--- src/rtl/fm_tune_ctrl.sv ---
// fm_tune_ctrl
// -----------------------------------------------------------------------------
// Channel tuning controller in front of fm_modulator. It holds the committed
// channel index and drives the modulator's carrier increment (acc_inc),
// deviation increment (df_inc) and audio input (audio_out).
//
// A retune goes through these states:
//   IDLE -> MUTE (MUTE_CYCLES) -> CALC (CH_W) -> RAMP (>=1) -> SETTLE
//   (MUTE_CYCLES) -> IDLE
// During the sequence, audio is forced to zero and df_inc is held at zero.
// CALC forms BASE_INC + target*STEP_INC with a serial shift-add, one target
// bit per cycle, starting at the LSB. RAMP slews acc_inc toward the result
// by at most RAMP_STEP per cycle, so the carrier never jumps.
//
// Request handshake: ch_up, ch_down and ch_load are single-cycle strobes and
// are sampled on every rising edge. In IDLE a valid request is accepted on
// that edge, and busy rises after it. Any strobe seen outside IDLE, and a
// ch_load to an out-of-range channel, is dropped. A dropped request gives a
// one-cycle req_drop pulse on the following cycle. Nothing is queued.
//
// Ports:
//   clk, rst       clock; synchronous active-high reset
//   ch_up/ch_down  step the channel up/down with wrap-around
//   ch_load        jump to ch_value
//   ch_value       target channel for ch_load
//   audio_in       audio sample; registered to audio_out while IDLE
//   audio_out      audio to the modulator (zero while busy)
//   acc_inc        carrier phase increment (registered)
//   df_inc         deviation increment (registered, zero while busy)
//   channel        committed channel index
//   busy           retune sequence in progress
//   req_drop       one-cycle pulse for an ignored request
// -----------------------------------------------------------------------------
module fm_tune_ctrl #(
  parameter int A           = 8,
  parameter int N           = 18,
  parameter int L           = 12,
  parameter int CH_W        = 7,
  parameter int NUM_CH      = 100,
  parameter int BASE_INC    = 52429,
  parameter int STEP_INC    = 524,
  parameter int DF_INC      = 393,
  parameter int RAMP_STEP   = 64,
  parameter int MUTE_CYCLES = 16
) (
  input  logic            clk,
  input  logic            rst,
  input  logic            ch_up,
  input  logic            ch_down,
  input  logic            ch_load,
  input  logic [CH_W-1:0] ch_value,
  input  logic [A-1:0]    audio_in,
  output logic [A-1:0]    audio_out,
  output logic [N-1:0]    acc_inc,
  output logic [L-1:0]    df_inc,
  output logic [CH_W-1:0] channel,
  output logic            busy,
  output logic            req_drop
);

  typedef enum logic [2:0] {
    S_IDLE   = 3'd0,
    S_MUTE   = 3'd1,
    S_CALC   = 3'd2,
    S_RAMP   = 3'd3,
    S_SETTLE = 3'd4
  } state_t;

  // A single counter serves the MUTE, CALC and SETTLE phases. It must be
  // wide enough for the longest of them.
  localparam int CNT_MAX = (MUTE_CYCLES > CH_W) ? MUTE_CYCLES : CH_W;
  localparam int CNT_W   = $clog2(CNT_MAX + 1);

  localparam logic [CNT_W-1:0] MUTE_LAST = CNT_W'(MUTE_CYCLES - 1);
  localparam logic [CNT_W-1:0] CALC_LAST = CNT_W'(CH_W - 1);
  localparam logic [N-1:0]     BASE_N    = N'(BASE_INC);
  localparam logic [N-1:0]     STEP_N    = N'(STEP_INC);
  localparam logic [N-1:0]     RAMP_N    = N'(RAMP_STEP);
  localparam logic [L-1:0]     DF_L      = L'(DF_INC);
  localparam logic [CH_W-1:0]  CH_LAST   = CH_W'(NUM_CH - 1);
  // The limit gets one extra bit so that NUM_CH == 2**CH_W is representable.
  localparam logic [CH_W:0]    NUM_CH_X  = (CH_W + 1)'(NUM_CH);

  state_t            state_q, state_d;
  logic [CNT_W-1:0]  cnt_q, cnt_d;
  logic [CH_W-1:0]   channel_q, channel_d;
  logic [CH_W-1:0]   target_q, target_d;
  logic [N-1:0]      acc_inc_q, acc_inc_d;
  logic [N-1:0]      tgt_inc_q, tgt_inc_d;   // shift-add accumulator, then ramp goal
  logic [N-1:0]      step_sh_q, step_sh_d;   // STEP_INC << bit index
  logic [CH_W-1:0]   tgt_sh_q, tgt_sh_d;     // target bits still to consume
  logic [L-1:0]      df_inc_q, df_inc_d;
  logic [A-1:0]      audio_q, audio_d;
  logic              busy_q, busy_d;
  logic              req_drop_q, req_drop_d;

  logic              req_valid;
  logic [CH_W-1:0]   req_tgt;
  logic              ramp_up;
  logic [N-1:0]      ramp_dist;

  always_comb begin
    state_d    = state_q;
    cnt_d      = cnt_q;
    channel_d  = channel_q;
    target_d   = target_q;
    acc_inc_d  = acc_inc_q;
    tgt_inc_d  = tgt_inc_q;
    step_sh_d  = step_sh_q;
    tgt_sh_d   = tgt_sh_q;
    df_inc_d   = df_inc_q;
    req_valid  = 1'b0;
    req_tgt    = channel_q;
    audio_d    = (state_q == S_IDLE) ? audio_in : '0;
    // Outside IDLE, any strobe is ignored and reported.
    req_drop_d = (state_q != S_IDLE) && (ch_up || ch_down || ch_load);

    // Unsigned distance to the goal. There is no modular wrap here, so the
    // ramp always takes the direct path between the two increments.
    ramp_up   = (tgt_inc_q >= acc_inc_q);
    ramp_dist = ramp_up ? (tgt_inc_q - acc_inc_q) : (acc_inc_q - tgt_inc_q);

    case (state_q)
      S_IDLE: begin
        if (ch_load) begin
          if ({1'b0, ch_value} >= NUM_CH_X) begin
            req_drop_d = 1'b1;
          end else if (ch_value != channel_q) begin
            req_valid = 1'b1;
            req_tgt   = ch_value;
          end
        end else if (ch_up && !ch_down) begin
          req_valid = 1'b1;
          req_tgt   = (channel_q == CH_LAST) ? '0 : channel_q + CH_W'(1);
        end else if (ch_down && !ch_up) begin
          req_valid = 1'b1;
          req_tgt   = (channel_q == '0) ? CH_LAST : channel_q - CH_W'(1);
        end
        if (req_valid) begin
          target_d = req_tgt;
          state_d  = S_MUTE;
          cnt_d    = '0;
          df_inc_d = '0;
        end
      end

      S_MUTE: begin
        if (cnt_q == MUTE_LAST) begin
          state_d   = S_CALC;
          cnt_d     = '0;
          tgt_inc_d = BASE_N;
          step_sh_d = STEP_N;
          tgt_sh_d  = target_q;
        end else begin
          cnt_d = cnt_q + CNT_W'(1);
        end
      end

      S_CALC: begin
        if (tgt_sh_q[0]) begin
          tgt_inc_d = tgt_inc_q + step_sh_q;
        end
        step_sh_d = step_sh_q << 1;
        tgt_sh_d  = tgt_sh_q >> 1;
        if (cnt_q == CALC_LAST) begin
          state_d = S_RAMP;
          cnt_d   = '0;
        end else begin
          cnt_d = cnt_q + CNT_W'(1);
        end
      end

      S_RAMP: begin
        if (ramp_dist <= RAMP_N) begin
          acc_inc_d = tgt_inc_q;
          state_d   = S_SETTLE;
          cnt_d     = '0;
        end else if (ramp_up) begin
          acc_inc_d = acc_inc_q + RAMP_N;
        end else begin
          acc_inc_d = acc_inc_q - RAMP_N;
        end
      end

      S_SETTLE: begin
        if (cnt_q == MUTE_LAST) begin
          state_d   = S_IDLE;
          channel_d = target_q;
          df_inc_d  = DF_L;
        end else begin
          cnt_d = cnt_q + CNT_W'(1);
        end
      end

      default: begin
        state_d = S_IDLE;
      end
    endcase

    busy_d = (state_d != S_IDLE);
  end

  always_ff @(posedge clk) begin
    if (rst) begin
      state_q    <= S_IDLE;
      cnt_q      <= '0;
      channel_q  <= '0;
      target_q   <= '0;
      acc_inc_q  <= BASE_N;
      tgt_inc_q  <= BASE_N;
      step_sh_q  <= '0;
      tgt_sh_q   <= '0;
      df_inc_q   <= DF_L;
      audio_q    <= '0;
      busy_q     <= 1'b0;
      req_drop_q <= 1'b0;
    end else begin
      state_q    <= state_d;
      cnt_q      <= cnt_d;
      channel_q  <= channel_d;
      target_q   <= target_d;
      acc_inc_q  <= acc_inc_d;
      tgt_inc_q  <= tgt_inc_d;
      step_sh_q  <= step_sh_d;
      tgt_sh_q   <= tgt_sh_d;
      df_inc_q   <= df_inc_d;
      audio_q    <= audio_d;
      busy_q     <= busy_d;
      req_drop_q <= req_drop_d;
    end
  end

  assign audio_out = audio_q;
  assign acc_inc   = acc_inc_q;
  assign df_inc    = df_inc_q;
  assign channel   = channel_q;
  assign busy      = busy_q;
  assign req_drop  = req_drop_q;

endmodule

--- config.mk ---
export PLATFORM = sky130hd
export DESIGN_NAME = fm_tune_ctrl
export DESIGN_NICKNAME = d
export VERILOG_FILES = /design/src/rtl/fm_tune_ctrl.sv
export SDC_FILE = /design/constraint.sdc
export NUM_CORES = 1
export LEC_CHECK = 0
export CAP_MARGIN = 30
export CORE_MARGIN = 1
export CORE_UTILIZATION = 25
export DETAILED_ROUTE_END_ITERATION = 6
export PLACE_DENSITY = 0.39
export SLEW_MARGIN = 20
export SYNTH_ARGS = -nofsm -noshare
export SYNTH_HDL_FRONTEND = slang
export SYNTH_SLANG_ARGS = --single-unit
--- constraint.sdc ---
create_clock -name clk -period 4.2 [get_ports clk]
set_input_delay 0.63 -clock clk [delete_from_list [all_inputs] [get_ports clk]]
set_output_delay 0.63 -clock clk [all_outputs]
set_load 0.005 [all_outputs]
## Word-level counts from Yosys, hierarchy flattened

Cells that the tools add are included.

- Register bits after elaboration: 105
- Word-level logic and storage cells: 100
- Output and inout port bits: 47
- Input port bits: 20

- Reductions and logical operators: 21
- Order comparisons: 3
- Equal/unequal tests: 14
- Add/subtract/negate cells: 8
- Bitwise operators: 1
- Mux-type cells: 41

Operators by type and width:

| cell | number |
|---|---|
| two-way mux 18 bit | 6 |
| one-hot mux 18 bit (2 select lines) | 2 |
| two-way mux 7 bit | 8 |
| subtractor 18 bit | 2 |
| two-way mux 5 bit | 5 |
| one-hot mux 5 bit (5 select lines) | 1 |
| two-way mux 12 bit | 2 |
| one-hot mux 12 bit (2 select lines) | 1 |
| adder 18 bit | 1 |
| adder 18 x 7 -> 18 bit (second input constant) | 1 |
| greater-or-equal comparator 18 bit | 1 |
| less-or-equal comparator 18 x 7 -> 1 bit (second input constant) | 1 |
| subtractor 18 x 7 -> 18 bit (second input constant) | 1 |
| two-way mux 3 bit | 5 |
| one-hot mux 3 bit (5 select lines) | 1 |
| one-hot mux 7 bit (2 select lines) | 1 |
| != test 2 bit (second input constant) | 5 |
| two-way mux 1 bit | 9 |
| adder 7 x 1 -> 7 bit (second input constant) | 1 |
| == test 7 bit (second input constant) | 1 |
| greater-or-equal comparator 7 bit (second input constant) | 1 |
| zero test 7 bit | 1 |
| != test 7 bit | 1 |
| subtractor 7 x 1 -> 7 bit (second input constant) | 1 |
| other kinds (19) | 29 |

## Depth between registers and ports, before layout

- Depth in word-level cells: 9
- Mapped depth: 19
- Depth with buffers taken out: 18

## Worst setup path after synthesis

OpenSTA, ideal clock, no wires.

- Path kind: register -> register
- Start: register acc_inc_q[6], in the netlist acc_inc[6]
- End: register acc_inc_q[14], in the netlist acc_inc[14]
- Path slack: 0.585 ns
- Stages on the path, launching flop included: 20
- Library setup time: 0.126 ns
- Path buffers: 1
- Data arrival time: 3.489 ns
- Required time: 4.074 ns
- Clock period less this slack: 3.615 ns
- Path through: dfxtp_1 -> inv_1 -> ha_1 -> buf_2 -> nand4_1 -> a21oi_1 -> o311ai_2 -> nand4b_2 -> inv_2 -> ha_1 -> nor2b_1 -> o21ai_0 -> a21oi_1 -> o21ai_0 -> a21boi_0 -> o21ai_0 -> nand2_1 -> xor2_1 -> mux2i_1 -> a21oi_1

- Longest elaborated chain between the ends: 4
- Elaborated cells on any way between the ends: 9
- Classes of those cells: add/sub: 4; order compare: 2; mux: 3

RTL lines:

| item | line | source |
|---|---|---|
| start: declaration | 88 | `logic [N-1:0] acc_inc_q, acc_inc_d;` |
| start signal: assignment | 222 | `acc_inc_q <= acc_inc_d;` |
| subtractor 18 bit or greater-or-equal comparator 18 bit (tied branches) | 121, 120 |  |
| two-way mux 18 bit | 121 | `ramp_dist = ramp_up ? (tgt_inc_q - acc_inc_q) : (acc_inc_q - tgt_inc_q);` |
| less-or-equal comparator 18 x 7 -> 1 bit | 174 | `if (ramp_dist <= RAMP_N) begin` |
| two-way mux 18 bit (*) | 174 |  |

Mark *: on every way between the ends. The rest lies on a longest branch, timed or not.
A chain may end at the register's enable or synchronous reset.

## Worst setup path after layout

- Start: register tgt_inc_q[0]
- End: register acc_inc_q[8], in the netlist acc_inc[8]

- Longest elaborated chain between the ends: 4
- Elaborated cells on any way between the ends: 7
- Classes of those cells: add/sub: 2; order compare: 2; mux: 3

RTL lines:

| item | line | source |
|---|---|---|
| start: declaration | 89 | `logic [N-1:0] tgt_inc_q, tgt_inc_d;` |
| start signal: assignment | 223 | `tgt_inc_q <= tgt_inc_d;` |
| subtractor 18 bit or greater-or-equal comparator 18 bit (tied branches) | 121, 120 |  |
| two-way mux 18 bit | 121 |  |
| less-or-equal comparator 18 x 7 -> 1 bit | 174 |  |
| two-way mux 18 bit (*) | 174 |  |

Marks and branches as above.

==> flow_metrics.env <==
export IMPL_fin_crit_ns=3.970
export IMPL_cellPowerDensity_nw_per_um2=213.3
export IMPL_antenna_found_initial=0
export IMPL_synth_area_um2=7296
export IMPL_cts_buffer_depth=2
export IMPL_synth_yosys_seq_area_share_pct=24.70
export IMPL_crit_path_frequent_cell="nand2b_1"
export IMPL_avgSynthCellArea_um2=7.820
export IMPL_cts_inserted_buffers=9
export IMPL_routabilityCongestion=0.8335
export IMPL_n_antenna_cell=0
export IMPL_status="finished, final reports clean"
export IMPL_yosys_area_top_type_share_pct=24.70
export IMPL_hold_end="tgt_sh_q[4]$_SDFFE_PP0P_"
export IMPL_cts_tree="built"
export IMPL_path_max_fanout=25
export IMPL_wire_per_inst_um=16.46
export IMPL_hold_class="register to register"
export IMPL_ctsHoldBuffers=0
export IMPL_startpoint_type="register"
export IMPL_drc=0
export IMPL_cts_sinks=90
export IMPL_root_buffer="clkbuf_16"
export IMPL_p_leak_uw=0.003696
export IMPL_arrival_ns=4.17
export IMPL_maxCapViolCount=0
export IMPL_synth_edf_count=0
export IMPL_cp_required_ns=4.40
export IMPL_clkLatencyLatePin_ns=0.36
export IMPL_cts_setup_buffers=0
export IMPL_skew_ns=0.01217
export IMPL_fin_total_pwr_uw=1871
export IMPL_fmax_mhz=251.9
export IMPL_crit_slowest_cell="a211oi_1"
export IMPL_ys_async_sr_fraction_pct=0
export IMPL_synth_ff_type="dfxtp_1"
export IMPL_worstReg2RegStart="tgt_inc_q[0]$_SDFFE_PP1P_"
export IMPL_slew_viol_final=0
export IMPL_ant_nets=0
export IMPL_die_w_um=172.8
export IMPL_std_cell_rows=62
export IMPL_hold_viol=0
export IMPL_cts_htree_levels=3
export IMPL_ys_ff_latch=90
export IMPL_critPathBufInv=2
export IMPL_first_pass_iters=5
export IMPL_rr_worst_depth=14
export IMPL_ir_drop_mv=0.1505
export IMPL_ys_types=74
export IMPL_critical_path_top_delay_family="compound AO/OA/AOI/OAI gates"
export IMPL_num_vias=6803
export IMPL_hpwl_um=17650
export IMPL_finalCritPeriodShare_pct=94.51
export IMPL_synth_area_leader_cell="dfxtp_1"
export IMPL_grt_pass1_wl_um=36090
export IMPL_pre_cts_ws_ns=0.1108
export IMPL_hold_depth=2
export IMPL_layout_drive_gt1_share_pct=8.964
export IMPL_area_delta_synth_final_pct=20.24
export IMPL_grt_pass1_vias=6303
export IMPL_cp_cell_sequence="inv_1 -> ha_1 -> fa_1 -> nand2b_1 -> a211oi_1 -> o21bai_1 -> a41oi_1 -> xnor2_1 -> a2111oi_2 -> a32oi_1 -> nand2b_1 -> buf_4 -> mux2i_1 -> a21oi_1"
export IMPL_overflow=0
export IMPL_synthCells=933
export IMPL_core_area_um2=28700
export IMPL_initial_core_util_pct=25.42
export IMPL_r2r_end="acc_inc[8]$_SDFFE_PP0P_"
export IMPL_yosysMostFrequentCell="dfxtp_1"
export IMPL_via_per_inst=4.901
export IMPL_yosys_warnings=0
export IMPL_nets=1094
export IMPL_final_setup_tns_ns=0
export IMPL_relSlewSlack_pct=45.51
export IMPL_synth_area_leaders="dfxtp_1 (25%), ha_1 (12%), a21oi_1 (5.6%)"
export IMPL_die_h_um=172.8
export IMPL_die_area_um2=29870
export IMPL_track_usage_pct=15.12
export IMPL_crit_path_end_kind="register"
export IMPL_finalWirelength_um=22850
export IMPL_ctsResizeCount=0
export IMPL_setup_viol=0
export IMPL_r2r_slack_ns=0.23
export IMPL_synthTopCellsByCount="dfxtp_1 (90), nor2_1 (88), a21oi_1 (81)"
export IMPL_min_delay_start="tgt_sh_q[4]$_SDFFE_PP0P_"
export IMPL_clk_pin_slew_ns=0.08
export IMPL_drt_iter0_markers=435
export IMPL_path_class="register to register"
export IMPL_grt_max_degree=65
export IMPL_crit_cells=14
export IMPL_io_pins=67
export IMPL_max_stage_delay_ns=0.43
export IMPL_setup_slack_ns=0.2305
export IMPL_numPortBuffers=57
export IMPL_worstMarginPinSlew_ns=0.8165
-- sequential cells by signal, summed over array words and instances, names as in the netlist --
| name | flops |
|---|---|
| busy | 1 |
| tgt_sh_q | 7 |
| audio_out | 8 |
| step_sh_q | 16 |
| acc_inc | 17 |
| req_drop | 1 |
| state_q | 3 |
| tgt_inc_q | 17 |
| cnt_q | 5 |
| df_inc | 1 |
| channel | 7 |
| target_q | 7 |
-- cell usage in the layout, fill, tap and decap left out, types with 5 or more instances in the layout --
master / n
nor2_1: 88
dfxtp_1: 88
a21oi_1: 81
ha_1: 71
nand2_1: 67
inv_1: 60
clkdlybuf4s50_1: 56
o21ai_0: 53
buf_4: 52
nor3_1: 29
mux2i_1: 26
a22oi_1: 25
xnor2_1: 25
xor2_1: 21
nand3_1: 16
a21o_1: 16
o21a_1: 16
o22ai_1: 14
and3_1: 14
nand2b_1: 11
a211oi_1: 11
conb_1: 9
clkbuf_16: 9
or3_1: 8
nand4_1: 7
o211ai_1: 7
o21bai_1: 7
nor2b_1: 7
a31oi_1: 6
nor3b_1: 6
a211o_1: 5
-- worst max-delay path by stage --
stage                              startpoint                  endpoint  slack, ns
finish              tgt_inc_q[0]$_SDFFE_PP1P_   acc_inc[8]$_SDFFE_PP0P_       0.23
global route          acc_inc[6]$_SDFFE_PP1P_  acc_inc[16]$_SDFFE_PP0P_      -0.03
CTS                 tgt_inc_q[3]$_SDFFE_PP1P_  acc_inc[17]$_SDFFE_PP0P_       0.07
detailed placement  tgt_inc_q[3]$_SDFFE_PP1P_  acc_inc[17]$_SDFFE_PP0P_       0.11
global placement    tgt_inc_q[3]$_SDFFE_PP1P_  acc_inc[17]$_SDFFE_PP0P_       0.15
floorplan             acc_inc[6]$_SDFFE_PP1P_  acc_inc[14]$_SDFFE_PP1P_       0.59
-- cell families after synthesis --
family | share of synthesized area, %
compound gates | 25.66
xor+xnor | 5.642
fa+ha+maj | 13.27
buf+inv | 7.563
flops | 24.70
mux | 3.876
other cells | 0.05140
simple gates | 19.24
-- worst min-delay path, stage by stage (launching register included) --
cell,delay (ns)
dfxtp_1,0.31
nand2_1,0.05
a21oi_1,0.05
-- stage by stage --
| step | cells | util [%] | hold slack (ns) | area (um2) |
|---|---|---|---|---|
| 3_3_place_gp | 1371 | 29.38 | 0.4467 | 8432 |
| 6_report | 1388 | 30.56 | 0.4579 | 8772 |
| 2_1_floorplan | 941 | - | 0.4368 | 7326 |
| 4_1_cts | 1387 | 30.41 | 0.4588 | 8727 |
| 3_5_place_dp | 1371 | 29.38 | 0.4481 | 8432 |
| 5_1_grt | 1388 | 30.56 | 0.4715 | 8772 |
-- power by group --
part           internal (uW)  switching [uW]  total (uW)
Sequential               867            9.97         877
Clock                    432             406         839
Combinational           72.3            82.8         155
-- area by class of cell --
class | instances | area (um2)
clock buffer | 10 | 239.0
clock inverter | 6 | 56.30
fill | 3118 | 19930
inverter | 61 | 234.0
multi-input combinational | 728 | 5002
sequential | 90 | 1804
tap | 384 | 480.5
timing repair buffer | 109 | 955.9
-- routing by layer --
layer | vias to the layer above | GRT usage [%] | routed length (um)
met4 | 0 | 4.388 | 380
met1 | 3211 | 21.88 | 11860
met2 | 97 | 23.61 | 10090
met5 | - | 0 | 0
li1 | 3471 | - | -
met3 | 24 | 1.495 | 531
Note: power is estimated with default switching activity, not from simulation.
